==> src/rtl/mips_fetch_queue.sv <==
// mips_fetch_queue: PC generator plus in-order prefetch queue for the
// pipelined MIPS core. Requests go out on a valid/ready port and responses
// come back in order. Decode pops the queue head, and redirects flush it.
//
// Handshake semantics: an imem request transfers in any cycle where
// imem_req_valid && imem_req_ready. Each accepted request produces exactly
// one imem_resp_valid pulse, in order and no earlier than the next cycle.
// Decode consumes the head in any cycle where instr_valid_d && !stall_d.
//
// Optional feature: define MIPS_FETCH_PERF_EN to add the perf_redirects and
// perf_dropped event counters.
module mips_fetch_queue #(
    parameter int              XLEN     = 32,
    parameter int              DEPTH    = 4,
    parameter logic [XLEN-1:0] RESET_PC = '0
) (
    input  logic                         clk,
    input  logic                         reset,
    output logic                         imem_req_valid,
    input  logic                         imem_req_ready,
    output logic [XLEN-1:0]              imem_addr,
    input  logic                         imem_resp_valid,
    input  logic [31:0]                  imem_resp_data,
    input  logic                         redirect,
    input  logic [XLEN-1:0]              redirect_pc,
    input  logic                         stall_d,
    output logic                         instr_valid_d,
    output logic [31:0]                  instr_d,
    output logic [XLEN-1:0]              pc_plus4_d,
    output logic [$clog2(DEPTH+1)-1:0]   q_count
`ifdef MIPS_FETCH_PERF_EN
    ,
    output logic [31:0]                  perf_redirects,
    output logic [31:0]                  perf_dropped
`endif
);

    localparam int CW = $clog2(DEPTH + 1);
    localparam int PW = $clog2(DEPTH);

    logic [XLEN-1:0] fetch_pc_q, fetch_pc_d;
    logic [XLEN-1:0] resp_pc_q, resp_pc_d;
    logic [PW-1:0]   rd_ptr_q, rd_ptr_d;
    logic [PW-1:0]   wr_ptr_q, wr_ptr_d;
    logic [CW-1:0]   count_q, count_d;
    logic [CW-1:0]   outst_q, outst_d;
    logic [CW-1:0]   drop_q, drop_d;

    logic [XLEN-1:0] pc_mem_q   [DEPTH];
    logic [31:0]     data_mem_q [DEPTH];

    logic            credit_ok;
    logic            req_fire;
    logic            push;
    logic            pop;
    logic            resp_discard;
    logic [XLEN-1:0] redirect_tgt;

    // Request credit counts queued words plus in-flight requests, so a
    // response always finds a free slot.
    assign credit_ok      = ({1'b0, count_q} + {1'b0, outst_q}) < (CW+1)'(DEPTH);
    assign imem_req_valid = !reset && !redirect && credit_ok;
    assign imem_addr      = fetch_pc_q;
    assign req_fire       = imem_req_valid && imem_req_ready;

    // A response is discarded when it belongs to a pre-redirect request
    // (drop_q != 0) or arrives in the redirect cycle itself.
    assign resp_discard   = imem_resp_valid && (redirect || (drop_q != '0));
    assign push           = imem_resp_valid && !redirect && (drop_q == '0);
    assign pop            = (count_q != '0) && !stall_d && !redirect;
    assign redirect_tgt   = redirect_pc & ~XLEN'(3);

    // Head outputs. With an empty queue, pc_plus4_d shows the next PC to be
    // pushed, which gives RESET_PC+4 out of reset.
    assign q_count        = count_q;
    assign instr_valid_d  = (count_q != '0);
    assign instr_d        = instr_valid_d ? data_mem_q[rd_ptr_q] : 32'h0;
    assign pc_plus4_d     = (instr_valid_d ? pc_mem_q[rd_ptr_q] : resp_pc_q) + XLEN'(4);

    // Next-state logic: fetch PC, queue pointers, occupancy, outstanding and
    // drop counters. Redirect overrides everything computed before it.
    always_comb begin
        fetch_pc_d = fetch_pc_q;
        resp_pc_d  = resp_pc_q;
        rd_ptr_d   = rd_ptr_q;
        wr_ptr_d   = wr_ptr_q;
        count_d    = count_q;
        outst_d    = outst_q + CW'(req_fire) - CW'(imem_resp_valid);
        drop_d     = drop_q;

        if (req_fire) begin
            fetch_pc_d = fetch_pc_q + XLEN'(4);
        end
        if (push) begin
            wr_ptr_d  = wr_ptr_q + PW'(1);
            resp_pc_d = resp_pc_q + XLEN'(4);
        end
        if (pop) begin
            rd_ptr_d = rd_ptr_q + PW'(1);
        end
        count_d = count_q + CW'(push) - CW'(pop);
        if (imem_resp_valid && !redirect && (drop_q != '0)) begin
            drop_d = drop_q - CW'(1);
        end

        if (redirect) begin
            // Every request still in flight after this cycle is stale. No
            // request is issued this cycle, so that is exactly outst_d.
            fetch_pc_d = redirect_tgt;
            resp_pc_d  = redirect_tgt;
            rd_ptr_d   = '0;
            wr_ptr_d   = '0;
            count_d    = '0;
            drop_d     = outst_q - CW'(imem_resp_valid);
        end
    end

    // Control state registers with synchronous reset.
    always_ff @(posedge clk) begin
        if (reset) begin
            fetch_pc_q <= RESET_PC;
            resp_pc_q  <= RESET_PC;
            rd_ptr_q   <= '0;
            wr_ptr_q   <= '0;
            count_q    <= '0;
            outst_q    <= '0;
            drop_q     <= '0;
        end else begin
            fetch_pc_q <= fetch_pc_d;
            resp_pc_q  <= resp_pc_d;
            rd_ptr_q   <= rd_ptr_d;
            wr_ptr_q   <= wr_ptr_d;
            count_q    <= count_d;
            outst_q    <= outst_d;
            drop_q     <= drop_d;
        end
    end

    // Queue storage. Entries need no reset because the occupancy gates the head.
    always_ff @(posedge clk) begin
        if (push) begin
            pc_mem_q[wr_ptr_q]   <= resp_pc_q;
            data_mem_q[wr_ptr_q] <= imem_resp_data;
        end
    end

`ifdef MIPS_FETCH_PERF_EN
    logic [31:0] perf_redirects_q, perf_redirects_d;
    logic [31:0] perf_dropped_q, perf_dropped_d;

    // Event counters. Both wrap naturally at 2^32.
    always_comb begin
        perf_redirects_d = perf_redirects_q + 32'(redirect);
        perf_dropped_d   = perf_dropped_q + 32'(resp_discard);
    end

    // Event counter registers.
    always_ff @(posedge clk) begin
        if (reset) begin
            perf_redirects_q <= '0;
            perf_dropped_q   <= '0;
        end else begin
            perf_redirects_q <= perf_redirects_d;
            perf_dropped_q   <= perf_dropped_d;
        end
    end

    assign perf_redirects = perf_redirects_q;
    assign perf_dropped   = perf_dropped_q;
`else
    logic unused_discard;
    assign unused_discard = resp_discard;
`endif

endmodule

==> config.mk <==
export PLATFORM = sky130hd
export DESIGN_NAME = mips_fetch_queue
export DESIGN_NICKNAME = d
export VERILOG_FILES = /design/src/rtl/mips_fetch_queue.sv
export SDC_FILE = /design/constraint.sdc
export NUM_CORES = 1
export LEC_CHECK = 0
export CAP_MARGIN = 20
export CORE_ASPECT_RATIO = 0.7
export CORE_MARGIN = 2
export CORE_UTILIZATION = 56
export CTS_CLUSTER_SIZE = 40
export DETAILED_ROUTE_END_ITERATION = 8
export GPL_TIMING_DRIVEN = 1
export HOLD_SLACK_MARGIN = 0.08
export PLACE_DENSITY = 0.8
export SYNTH_ARGS = -nofsm -noshare
export SYNTH_HDL_FRONTEND = slang
export SYNTH_SLANG_ARGS = --single-unit
==> constraint.sdc <==
create_clock -name clk -period 4.1 [get_ports clk]
set_input_delay 0.41 -clock clk [delete_from_list [all_inputs] [get_ports clk]]
set_output_delay 0.41 -clock clk [all_outputs]
set_load 0.02 [all_outputs]
==> results.md <==
- The flow ran to the end, and the final reports show no timing, DRC or antenna violations.
- The deepest clock path buffer count is 3.
- From synthesis to final layout, the design area changed by 22.5%.
- In this run the power spent charging and discharging nets is 1750 µW.
- The tree is rooted in a clkbuf_16.
- The number of cell rows is 49.
- The number of antenna violations at the first check in global routing is 0.
- The die height is 138 µm.
- After detailed routing, the average wire length per cell comes to 20.7 µm.
- The number of slew-limit violations in the final report is 0.
- Of the total power, the share spent switching nets is 0.236.
- In this run the tightest slew margin relative to its limit is 0.543.
- 0 antenna diodes ended up in the layout.
- The floorplan step defined a die boundary enclosing 27000 µm².
- Fill cells in the final layout number 1778.
- The maximum fanout along the worst path is 6.
- The share of total power dissipated in combinational logic is 0.112.
- Yosys printed 0 warnings.
- The total via count in the routed design is 9344.
- After global routing the overflow that remains totals 0.
- The most numerous cell on the critical path is nand4_1.
- The share of total power in the clock network is 0.386.
- The final core utilization is 0.692.
- The average instance in the mapped netlist occupies 13.6 µm².
- The global-route total usage across every layer is 0.242.
- On the worst path, the slowest cell contributes a delay of 620 ps.
- The path class of the tightest hold or removal check is in2reg.
- The worst slack on hold paths is 328 ps.
- The nature of the critical path endpoint is an output pin.
- CTS built an H-tree with a depth of 1.
- The effective utilization at floorplan is 0.565.
- The tree built by TritonCTS fans out to 323 sinks.
- In this run the power density over the cells is 423 nW/µm².
- Wires add up to 33000 µm.
- Across the run, the number of max-cap violations was 0.
- The highest-delay cell along the critical path is clkdlybuf4s50_1.
- Synthesis inferred 323 register bits.
- The number of global-route vias before repair is 9271.
- The transition time at the pin with the least slew margin is 679 ps.
- The proportion of synthesized chip area in sequential cells is 0.623.
- The detail route stage leaves a number of antenna-violating nets equal to 0.
- Data on the critical path arrives at its endpoint at 3520 ps.
- The analysis attributes to cell leakage a power of 0.00584 µW.
- After synthesis the cells add up to 14400 µm².
- The critical path in this run is classified as reg2out.
- Detailed placement finished with a half-perimeter wire length of 21300 µm.
- The total count of hold-check failures in the final report is 0.
- At the later pin of the worst-skew pair, clock insertion delay measures 560 ps.
- The number of nets in the layout is 1324.
- Setup total negative slack on the finished layout was measured at 0 ps.
- The worst-case IR drop observed on VDD is 0.000375 V.
- The final setup violation count is 0.
- The fraction of layout cells with a size suffix above 1 is 0.137.
- The critical path goes through buf_12 -> mux4_2 -> nand4_1 -> a211oi_4 -> buf_4 -> nand4_1 -> nor2_2 -> nand3_1 -> xor2_1 -> clkdlybuf4s50_1.
- The first global-routing pass estimated 51500 µm of wire.
- Data on the critical path is required at its endpoint by 3690 ps.
- The detailed router finished its first iteration with 796 violations.
- The total DRC errors in the routed layout is 0.
- The final setup skew is 8.98 ps.
- The sequential cells in the finished layout cover a total of 8960 µm².
- The number of non-filler instances in the completed layout is 1591.
- The internal portion of total power is 5700 µW.
- Setup repair after global routing could not meet its margin everywhere.
- The area used by multi-input combinational logic is 5120 µm².
- The quantity of hold-fixing buffers added after cts is 0.
- Dividing the final minimum period by the clock period gives 0.960.
- The number of buffers created by CTS is 31.
- TritonCTS built the clock tree.
- The synthesized netlist contains 61 unique library cells.
- Dividing the detail-routed via count by the number of cells gives 5.87.
- The first TritonRoute pass finished after 7 iterations.
- The sequential power share is 0.503.
- The worst path needs 3930 ps of the cycle, external delays included.
- The number of port buffers is 164.
- The number of buffer and inverter stages on the critical path is 3.
- The fmax is 254 MHz.
- For this run, asynchronously set or reset flops after synthesis account for 0.
- The core box area is 25400 µm².
- In the synthesized netlist, the number of instances is 1057.
- Among all flip-flop cells after synthesis, the most frequent one is edfxtp_1.
- The number of top-level pins is 171.
- The kind of cell adding the most delay to the critical path is buffers and inverters.
- The maximum number of pins on one net before global-route repair is 63.
- STA classifies the critical path startpoint as a flop.
- After detailed placement, the design holds a cell count of 1526.
- The clock transition at the registers of the reported paths is 60 ps.
- The routability congestion estimate from global placement is 0.813.
- The number of flops mapped to enable cells by yosys is 248.
- In this run the horizontal extent of the chip is 195 µm.
layout make-up:
class / count / area share
flip-flops and latches: 323 / 0.509
multi-input cells: 661 / 0.291
repair buffers: 197 / 0.114
clock buffers: 38 / 0.0467
well taps: 331 / 0.0235
clock inverters: 20 / 0.0115
inverters: 21 / 0.00476
routing by layer:
metal	vias up	track usage	share of wire
met5	-	0	0
li1	4293	-	-
met3	47	0.0473	0.079
met2	370	0.378	0.46
met1	4634	0.361	0.44
met4	0	0.0450	0.016
stage by stage:
step / total power [µW] / area [µm²] / setup slack [ps]
after floorplan: 4270 / 14400 / 418
after global placement: 4610 / 16400 / 464
after CTS: 7500 / 17500 / -20.4
final: 7450 / 17600 / 166
after global routing: 7710 / 17600 / -3.62
after detailed placement: 4630 / 16400 / 367
worst reg2reg max path, cell delays in order (launching register included):
cell and delay (ps):
dfxtp_1 430, ha_1 260, or3_1 320, a311oi_2 230, and2_1 220, inv_2 230, ha_1 350, inv_1 60
ha_1 120, inv_1 40, fa_1 370, xnor2_1 200, xnor2_1 150, nor2_1 50
registers in the layout, indices dropped and copies added, names as in the netlist, named ones only:
name,cells
q_count,3
pc_mem_q,120
drop_q,3
data_mem_q,128
resp_pc_q,30
outst_q,3
rd_ptr_q,2
wr_ptr_q,2
imem_addr,30
timing repair:
item / CTS / global route
cloned: 0 / 1
resized for setup: 9 / 15
buffers inserted: 4 / 2
endpoints found under the setup margin: 13 / 21
pin swaps: 0 / 3
cell usage after synthesis (5+ instances only):
cell type / count / area, µm²
xor2_1: 40 / 350
o21ai_0: 18 / 90.1
dfxtp_1: 75 / 1500
o21ai_1: 11 / 55.1
nor2b_1: 5 / 31.3
mux2i_1: 20 / 200
a21oi_1: 35 / 175
mux4_2: 62 / 1400
nor3_1: 13 / 65.1
nor2_1: 91 / 342
nand3_1: 37 / 185
inv_1: 18 / 67.6
a211oi_1: 7 / 52.6
ha_1: 17 / 213
and3_1: 11 / 68.8
nand2_1: 100 / 375
or3_1: 5 / 31.3
xnor2_1: 32 / 280
a221oi_1: 5 / 43.8
nand4_1: 24 / 150
and2_1: 48 / 300
buf_1: 7 / 26.3
edfxtp_1: 248 / 7450
buf_4: 5 / 37.5
a31oi_1: 7 / 43.8
buf_2: 15 / 75.1
clkbuf_1: 25 / 93.8
o21a_1: 7 / 52.6
worst paths after layout:
check	slack (ps)	endpoint	cells after the start	from
max	170	pc_plus4_d[31]	10	flop
min	330	flop	3	redirect
max reg2reg	940	outst_q[2]	13	q_count[2]
min reg2reg	510	imem_addr[31]	2	imem_addr[31]
power by group through the flow:
| stage | Clock, µW | Combinational [µW] | Sequential (µW) |
|---|---|---|---|
| 2_1_floorplan | 0 | 462 | 3810 |
| 3_5_place_dp | 0 | 821 | 3810 |
| 6_report | 2870 | 834 | 3750 |
| 3_3_place_gp | 0 | 804 | 3810 |
| 5_1_grt | 3050 | 903 | 3760 |
| 4_1_cts | 2930 | 830 | 3740 |
cell families after synthesis:
group	Yosys count	share of synthesized area
xor+xnor	72	0.0439
compound gates	120	0.0547
buf+inv	76	0.0243
mux	86	0.114
simple gates	360	0.122
flops	323	0.623
fa+ha+maj	19	0.0176
other cells	1	0.000261
cell usage in the layout, fill, tap and decap left out, types with 18 or more instances in the layout:
cell type and instances:
xnor2_1 32, mux4_2 62, a21oi_1 35, nand3_1 37
edfxtp_1 248, nand2_1 100, dfxtp_1 71, nor2_1 90
and2_1 44, xor2_1 39, clkbuf_16 32, mux2i_1 20
nand4_1 24, buf_4 23, clkdlybuf4s50_1 154, inv_1 18
Note: power is estimated with default switching activity, not from simulation.
